<file path="config.mk">
export PLATFORM = sky130hd
export DESIGN_NAME = adder_slice_sched
export DESIGN_NICKNAME = d
export VERILOG_FILES = /design/src/rtl/adder_slice_sched.sv
export SDC_FILE = /design/constraint.sdc
export NUM_CORES = 1
export LEC_CHECK = 0
export CORE_MARGIN = 2
export CORE_UTILIZATION = 40
export CTS_CLUSTER_DIAMETER = 50
export DETAILED_ROUTE_END_ITERATION = 16
export GPL_TIMING_DRIVEN = 0
export PLACE_DENSITY_LB_ADDON = 0.25
export SYNTH_ARGS = -nofsm -noshare
export SYNTH_HDL_FRONTEND = slang
export SYNTH_SLANG_ARGS = --single-unit
</file>
<file path="constraint.sdc">
create_clock -name clk -period 1.8 [get_ports clk]
set_clock_uncertainty 0.15 [all_clocks]
set_input_delay 0.27 -clock clk [delete_from_list [all_inputs] [get_ports clk]]
set_output_delay 0.27 -clock clk [all_outputs]
set_load 0.01 [all_outputs]
</file>
<file path="src/rtl/adder_slice_sched.sv">
// rtl/adder_slice_sched.sv - shares one 3-bit adder slice between two requesters, WIDTH-bit add LSB-first
//
// Ports:
//   clk, rst                      clock, synchronous active-high reset
//   req0_* / req1_*               job request: valid/ready handshake, operands a/b, carry-in cin
//   sl_a, sl_b, sl_cin            drive the external 3-bit slice for the current step
//   sl_sum, sl_cout               combinational slice result
//   rsp_valid/rsp_ready           result handshake
//   rsp_sum, rsp_cout, rsp_id     result sum, final carry-out, owning requester
module adder_slice_sched #(
  parameter int WIDTH = 12
) (
  input  logic             clk,
  input  logic             rst,
  input  logic             req0_valid,
  output logic             req0_ready,
  input  logic [WIDTH-1:0] req0_a,
  input  logic [WIDTH-1:0] req0_b,
  input  logic             req0_cin,
  input  logic             req1_valid,
  output logic             req1_ready,
  input  logic [WIDTH-1:0] req1_a,
  input  logic [WIDTH-1:0] req1_b,
  input  logic             req1_cin,
  output logic [2:0]       sl_a,
  output logic [2:0]       sl_b,
  output logic             sl_cin,
  input  logic [2:0]       sl_sum,
  input  logic             sl_cout,
  output logic             rsp_valid,
  input  logic             rsp_ready,
  output logic [WIDTH-1:0] rsp_sum,
  output logic             rsp_cout,
  output logic             rsp_id
);

  localparam int NSTEP = WIDTH / 3;
  localparam int SW    = (NSTEP > 1) ? $clog2(NSTEP) : 1;

  typedef enum logic [1:0] {
    IDLE = 2'd0,
    RUN  = 2'd1,
    DONE = 2'd2
  } state_t;

  state_t           state;
  state_t           state_nxt;
  logic [WIDTH-1:0] op_a;
  logic [WIDTH-1:0] op_b;
  logic             carry;
  logic [SW-1:0]    step;
  logic             last_grant;
  logic             grant;
  logic             accept;
  logic             last_step;

  // Round-robin: on a tie the requester not served last wins.
  always_comb begin
    grant = 1'b0;
    if (req0_valid && req1_valid) begin
      grant = ~last_grant;
    end else if (req1_valid) begin
      grant = 1'b1;
    end
  end

  assign accept     = (state == IDLE) && (req0_valid || req1_valid);
  assign req0_ready = accept && !grant;
  assign req1_ready = accept && grant;
  assign last_step  = (step == SW'(NSTEP - 1));

  always_ff @(posedge clk) begin
    if (rst) begin
      state <= IDLE;
    end else begin
      state <= state_nxt;
    end
  end

  always_comb begin
    state_nxt = state;
    rsp_valid = 1'b0;
    case (state)
      IDLE: begin
        if (accept) begin
          state_nxt = RUN;
        end
      end
      RUN: begin
        if (last_step) begin
          state_nxt = DONE;
        end
      end
      DONE: begin
        rsp_valid = 1'b1;
        if (rsp_ready) begin
          state_nxt = IDLE;
        end
      end
      default: state_nxt = IDLE;
    endcase
  end

  // Slice operands select the 3-bit group of the current step; quiet outside RUN.
  always_comb begin
    sl_a   = 3'b000;
    sl_b   = 3'b000;
    sl_cin = 1'b0;
    if (state == RUN) begin
      sl_cin = carry;
      for (int k = 0; k < NSTEP; k++) begin
        if (step == SW'(k)) begin
          sl_a = op_a[3*k +: 3];
          sl_b = op_b[3*k +: 3];
        end
      end
    end
  end

  always_ff @(posedge clk) begin
    if (rst) begin
      op_a       <= '0;
      op_b       <= '0;
      carry      <= 1'b0;
      step       <= '0;
      last_grant <= 1'b1;
      rsp_sum    <= '0;
      rsp_cout   <= 1'b0;
      rsp_id     <= 1'b0;
    end else begin
      case (state)
        IDLE: begin
          if (accept) begin
            op_a       <= grant ? req1_a   : req0_a;
            op_b       <= grant ? req1_b   : req0_b;
            carry      <= grant ? req1_cin : req0_cin;
            step       <= '0;
            last_grant <= grant;
            rsp_id     <= grant;
          end
        end
        RUN: begin
          // The slice result is taken as-is so an approximate slice's errors pass through.
          for (int k = 0; k < NSTEP; k++) begin
            if (step == SW'(k)) begin
              rsp_sum[3*k +: 3] <= sl_sum;
            end
          end
          carry <= sl_cout;
          step  <= step + SW'(1);
          if (last_step) begin
            rsp_cout <= sl_cout;
          end
        end
        default: begin
        end
      endcase
    end
  end

endmodule
</file>
# After elaboration in Yosys (flattened, before gate mapping)
# Index checks and enable logic that the tools add are counted.
[word_totals]
out_inout_bits = 24
input_bits = 59
word_cells = 63
regBits = 44
[op_classes]
n_eq_ne = 8
n_addsub = 1
n_reduce_logical = 16
mux = 25
n_bitwise = 1
[ops]
columns = ["operator", "n"]
rows = [
  ["2-to-1 mux 3 bit", 10],
  ["2-to-1 mux 12 bit", 2],
  ["AND reduction 2 bit", 6],
  ["2-to-1 mux 2 bit", 4],
  ["equality test 2 bit (second input constant)", 3],
  ["2-to-1 mux 1 bit", 6],
  ["!= test 2 bit (second input constant)", 3],
  ["case mux 2 bit (3 select lines)", 1],
  ["equality test 2 x 1 -> 1 bit (second input constant)", 2],
  ["logical AND 1 bit", 4],
  ["zero test 2 bit", 2],
  ["case mux 2 bit (2 select lines)", 1],
  ["AND reduction 3 bit", 1],
  ["adder 2 x 1 -> 2 bit (second input constant)", 1],
  ["case mux 1 bit (2 select lines)", 1],
  ["nonzero test 2 bit", 1],
  ["zero test 1 bit", 1],
  ["logical OR 1 bit", 1],
  ["inverter 1 bit", 1],
]

# Logic depth before layout (Yosys ltp)
# Gate-level depths: netlist of run 1.
[depth]
ltp_word = 6
ltp_mapped = 7
depth_no_buf = 5

# Worst setup path before layout of run 1
# No wires, ideal clock.
[synth_path]
path_kind = "reg-to-output"
start = "reg step[0]"
end = "out sl_a[0]"
arrival_time_ps = 1478
path_slack_ps = -98
stages_incl_launch_ff = 7
n_path_buf = 2
path_cell_list = "dfxtp_1 inv_1 ha_1 clkbuf_1 buf_2 a221o_1 a21oi_1"
[synth_via]
elab_chain_len = 6
elab_cells_between_ends = 9
classes_between = "3 x eq/ne; 5 x mux; 1 x reduce/logical"
[synth_rtl]
columns = ["item", "line_no", "text"]
rows = [
  ["start, declared", "51", "logic [SW-1:0] step;"],
  ["start signal, assigned", "150", "step <= step + SW'(1);"],
  ["zero test 2 bit", "112", "if (step == SW'(k)) begin"],
  ["2-to-1 mux 3 bit (3 in a row)", "112", ""],
  ["2-to-1 mux 3 bit *", "112", ""],
  ["2-to-1 mux 3 bit *", "109", "if (state == RUN) begin"],
  ["end, declared", "25", "output logic [2:0] sl_a,"],
]
# Mark *: on every way between the ends. The rest lies on a longest branch, timed or not.

# Final worst setup path of run 1
[layout_path]
start = "reg step[1]"
end = "out sl_a[0]"
# Same word-level chain as after synthesis.

==> run metrics, run 1 <==
CTS tree yes; Cell Count, Final, Fillers Out 459; Core Util, Final 0.628; worst vdd ir 0.311 mV; Max-cap violations 0; dominant synthesized flop cell dfxtp_1; Site Rows 27; routed vias between 2000 and 2500; outcome finished with violations; RSZ-0062 raised after global routing true; Initial Utilization 0.409; register area share after synthesis 0.393; port bufs between 80 and 90; Post-Syn Area per Cell 7.78 um2; Die W 78.9 um; Worst-Skew Late Latency 0.30 ns; power per cell area 686 mW/mm2; area delta synth->final 53.4%; share of flip-flops with an asynchronous set or reset 0; ANT cells 0; syn_nets 351; Crit. End Element primary output; # IOs 83; final setup fails 6; most common cell after layout, fill and taps aside clkdlybuf4s50_1; Tcrit/Tclk final 1.20; Bufs on Longest Clock Path 2; Core Region 0.00547 mm2; Hold Worst Slack 0.228 ns; WP data arrival 1.75 ns; share of cells above drive strength 1 0.181; Routed Antenna Nets 0; first-pass GRT wire length 11.0 mm; GR Overflow Total 0; HPWL Detailed 4.95 mm; most frequent cells in the layout clkdlybuf4s50_1 (69), nand3_1 (61), dfxtp_1 (40), o21ai_0 (26), a31oi_1 (24); die height 78.9 um; overall routing resource usage 0.224; crit path max fanout 7; H-tree Lvls 2; Root Driver clkbuf_8; Cells after Synth 288; DR vias/cell 5.41; Tmin final about 2.2 ns; Cell variety after synth 30; Die Footprint 0.00622 mm2; synthesized flop and latch total 44; R2R Setup Slk around 0.12 ns; crit start category flip-flop; slew margin rel. 0.578; Synth Cell Area around 0.0022 mm2; RePlAce Congestion 0.825; Leak 1.21 nW; Synthesis Warnings 0; starting DRC count in detailed routing 94; largest net degree at the start of global routing 17; Worst-Margin Slew 0.633 ns; Post-synth EDFFs 0; Layout Nets between 400 and 500; Pwr Total 2.36 mW; max-slew violation count 0; Final Hold Viols 0; initial antenna violation count 0; final setup margin -0.367 ns; vias in the first global route 2328; WP data required roughly 1.4 ns; residual DRC count 0; max frequency 462 MHz; Fillers roughly 530; Detailed Routing Iterations Pass 1 4; Final Routed Wirelength slightly below 7 mm; post-DR wirelength/cell ~15 um; Setup CP Type reg2out; reg2reg path depth 7; failing checks setup timing; Hold Path Class in2reg; CTS Sinks 44; placed insts roughly 440; Clock Pin Slew Worst Setup and Hold Paths 0.08 ns; Inserted Clock Buffers 5; hold path depth 2; worst slack, placed -0.930 ns
[layer usage]
metal / vias up / wire, um / track usage / part of all wire
met4: 0 / 131 / 0.0879 / 0.019
met5: - / 0 / 0 / 0
met3: 13 / 425 / 0.0341 / 0.061
li1: 1237 / - / - / -
met1: 1140 / 2850 / 0.274 / 0.41
met2: 93 / 3540 / 0.396 / 0.51
[path summary, 6_finish.rpt]
kind / start / end
worst max register to register: state[0]$_SDFFE_PP0P_ / op_b[11]$_SDFFE_PP0P_
worst max-delay path: step[1]$_SDFFE_PP0P_ / sl_a[0]
worst min register to register: rsp_sum[5]$_SDFFE_PP0P_ / rsp_sum[5]$_SDFFE_PP0P_
worst min-delay path: rst / op_a[5]$_SDFFE_PP0P_
[registers in the layout (all words and copies together) (netlist names), 2 cells and up]
register  flops
rsp_sum      12
op_a         12
op_b         12
state         2
step          2
[logic make-up after synthesis]
family | after synthesis | synth area share
multiplexers | 1 | 0.00447
AO/OA/AOI/OAI | 91 | 0.239
flip-flops | 44 | 0.393
adder cells (fa/ha/maj) | 4 | 0.0223
buffers and inverters | 40 | 0.0877
AND/OR/NAND/NOR | 108 | 0.254
[through the flow]
step | setup TNS [ns] | cell area (um2)
after floorplan | 0 | 2270
final | -2.14 | 3440
after global placement | -11.31 | 3170
after CTS | -2.06 | 3410
after detailed placement | -11.25 | 3170
after global routing | -2.63 | 3440
[cell type report]
| class | count | area [um2] | share of cell area |
|---|---|---|---|
| Inverter | 9 | 38.8 | 0.0113 |
| Clock buffer | 8 | 90.1 | 0.0262 |
| Timing Repair Buffer | 96 | 887 | 0.258 |
| Tap cell | 72 | 90.1 | 0.0262 |
| Sequential cell | 44 | 891 | 0.259 |
| Buffer | 26 | 180 | 0.0524 |
| Multi-Input combinational cell | 204 | 1260 | 0.367 |
[cell usage after synthesis, drive strengths merged, types with 2 or more instances]
library cell / number / area [um2]
nand3: 61 / 305
dfxtp: 44 / 881
a21oi: 29 / 145
o21ai: 26 / 130
a31oi: 24 / 150
nand2: 22 / 82.6
buf: 16 / 106
clkbuf: 15 / 56.3
nand3b: 11 / 82.6
inv: 9 / 33.8
a221o: 6 / 60.1
ha: 4 / 50.1
nand2b: 3 / 18.8
nor2: 3 / 13.8
nor2b: 2 / 12.5
o211ai: 2 / 15.0
[worst max-delay path: stages (launching register included)]
cell	delay, ns
dfxtp_4	0.38
inv_4	0.06
ha_4	0.16
buf_6	0.13
a21oi_1	0.07
a221o_1	0.33
a21oi_2	0.15
buf_2	0.15
[repair_timing]
item	CTS	global route
hold buffers	0	0
resized for setup	73	4
setup endpoints to repair	10	29
setup buffers	12	3
pin swaps	8	2
[power by group]
group / internal [mW] / switching [mW]
registers: 1.04 / 0.0413
logic: 0.337 / 0.297
clock network: 0.313 / 0.331
Power figures use the tool's default switching activity.
==> run 2, diff against run 1 <==
- CELL_PAD_IN_SITES_DETAIL_PLACEMENT: unset -> 1
- CELL_PAD_IN_SITES_GLOBAL_PLACEMENT: unset -> 1
- CORE_UTILIZATION: 40 -> 28
==> run metrics, run 2 (same netlist as run 1, synthesis figures left out) <==
Hold Worst Slack 0.242 ns (+0.0137 ns); vias in the first global route 2659 (+14%); starting DRC count in detailed routing 106 (+13%); Die Footprint 0.00873 mm2 (+40%); crit start category flip-flop; routed vias 2519 (+1.4%); Core Region 0.00773 mm2 (+41%); most common cell after layout, fill and taps aside clkdlybuf4s50_1; Crit Reg-Reg Startpoint state[1]$_SDFFE_PP0P_; worst vdd ir 0.287 mV (-8.0%); placed insts 471 (+6.8%); port bufs 81 (unchanged); RSZ-0062 raised after global routing true; WP data arrival 1.80 ns (+0.05 ns); Tmin final 2.22 ns (+0.0572 ns); Buf+Inv Stages, Crit Path 3 (unchanged); DR vias/cell 5.11 (-5.5%); Site Rows 32 (+19%); Comb power frac 0.252 (-0.017); critical path's slowest cell dfxtp_4; most frequent cells in the layout clkdlybuf4s50_1 (69), nand3_1 (61), dfxtp_1 (39), o21ai_0 (26), a31oi_1 (24); # IOs 83 (unchanged); first-pass GRT wire length 13.4 mm (+23%); slew margin rel. 0.567 (-0.0111); Max-cap violations 0 (unchanged); Worst-Skew Late Latency 0.31 ns (about the same); initial antenna violation count 0 (unchanged); ANT cells 0 (unchanged); Hold Path Class in2reg; Psw 720 uW (+7.6%); overall routing resource usage 0.199 (-0.0254); H-tree Lvls 2 (unchanged); Setup CP Type reg2out; Sw Ratio 0.278 (-0.00511); Inserted Clock Buffers 5 (unchanged); crit-path max cell delay 0.37 ns (about the same); failing checks setup timing; sum of negative setup slack -2.43 ns (-0.298 ns); Cell Count, Final, Fillers Out 493 (+7.4%); area delta synth->final 59.0%; cell family with most CP delay compound AO/OA/AOI/OAI gates; Clock Pin Slew Worst Setup and Hold Paths 0.08 ns (about the same); HPWL Detailed 5.81 mm (+17%); power per cell area 726 mW/mm2 (+5.8%); final setup fails 6 (unchanged); Final Hold Viols 0 (unchanged); Critical Path Source step[0]$_SDFFE_PP0P_; Layout Nets 453 (+0.89%); max frequency 450 MHz (-2.6%); crit path max fanout 7 (unchanged); residual DRC count 0 (unchanged); GR Overflow Total 0 (unchanged); Core Util, Final 0.461 (-0.167); hold path start rst; max-slew violation count 0 (unchanged); # hold bufs at CTS 0 (unchanged); worst slack, placed -0.977 ns (-0.0477 ns); biggest regs op_a (12), op_b (12), rsp_sum (12); Initial Utilization 0.290 (-0.119); outcome finished with violations; Leak 1.26 nW (+4.2%); RePlAce Congestion 0.811 (-1.7%); largest net degree at the start of global routing 17 (unchanged); Bufs on Longest Clock Path 2 (unchanged); Routed Antenna Nets 0 (unchanged); WP data required 1.38 ns (about the same); Worst-Margin Slew 0.650 ns (+0.0167 ns); sequential share of power 0.419 (-0.039); post-DR wirelength/cell 16.7 um (+10%); internal cell power 1.87 mW (+10%); CTS Sinks 44 (unchanged); critical-path cell list clkinvlp_4 -> buf_6 -> ha_4 -> nand3b_1 -> a221o_1 -> a21oi_2 -> buf_2; Detailed Routing Iterations Pass 1 4 (unchanged); Clock Power Share 0.330 (+0.057); Tcrit/Tclk final 1.24 (+0.0318); Crit. End Element primary output; Final Routed Wirelength 8.22 mm (+18%); Die W 93.5 um (+19%); Root Driver clkbuf_8; final setup margin -0.424 ns (-0.0572 ns); share of cells above drive strength 1 0.194 (+0.0135); die height 93.5 um (+19%); CTS tree yes
==> run 2: cell count changes in the layout (fill, tap and decap cells not counted), sizes merged <==
cell / previous run / this run
bufinv: 0 / 1
clkbuf: 21 / 18
inv: 9 / 8
buf: 37 / 43
clkinvlp: 0 / 1
==> run 2: stage by stage <==
step / instance area [um2] / power (mW)
2_1_floorplan: 2270 / 1.39
3_3_place_gp: 3210 / 1.67
3_5_place_dp: 3210 / 1.68
4_1_cts: 3530 / 2.59
5_1_grt: 3560 / 2.71
6_report: 3560 / 2.58
==> run 2: path summary, 6_finish.rpt <==
path	end	slack (ns)	depth (start not counted)
max	sl_a[2]	-0.42	7
min	op_a[4]$_SDFFE_PP0P_	0.24	2
max reg2reg	step[1]$_SDFFE_PP0P_	0.04	5
min reg2reg	rsp_sum[10]$_SDFFE_PP0P_	0.31	2
==> run 2: power groups by stage <==
| stage | combinational (mW) | clock [mW] | sequential, mW |
|---|---|---|---|
| detailed placement | 0.577 | 0 | 1.10 |
| global placement | 0.569 | 0 | 1.10 |
| floorplan | 0.303 | 0 | 1.09 |
| CTS | 0.643 | 0.869 | 1.08 |
| finish | 0.651 | 0.852 | 1.08 |
| global route | 0.711 | 0.910 | 1.09 |
==> run 2: repair_timing <==
action | 4_1_cts | 5_1_grt
setup endpoints to repair | 12 | 9
cloned | 0 | 0
setup buffers | 17 | 3
gates resized for setup | 75 | 6
pin swaps | 17 | 5
==> run 2: cell type report <==
cell class | count | area, um2
buffer | 25 | 173
clock inverter | 1 | 30.0
timing repair buffer | 101 | 943
inverter | 9 | 40.0
tap | 102 | 128
sequential | 44 | 892
fill | 928 | 4170
multi-input combinational | 204 | 1260
clock buffer | 7 | 96.3
==> run 2: worst register-to-register path, cell delays in order, from the launching register on <==
cell and delay [ns]:
dfxtp_2 0.34, buf_6 0.11, nand2b_1 0.09, clkbuf_1 0.50, o211ai_1 0.23, a21oi_1 0.24
==> run 2: metal layers <==
layer  share of wire  track usage  vias to the layer above
met4           0.011       0.0576                        0
met1            0.45        0.249                     1204
met5               0            0                        -
met3           0.042       0.0363                        6
li1                -            -                     1249
met2            0.49        0.348                       60
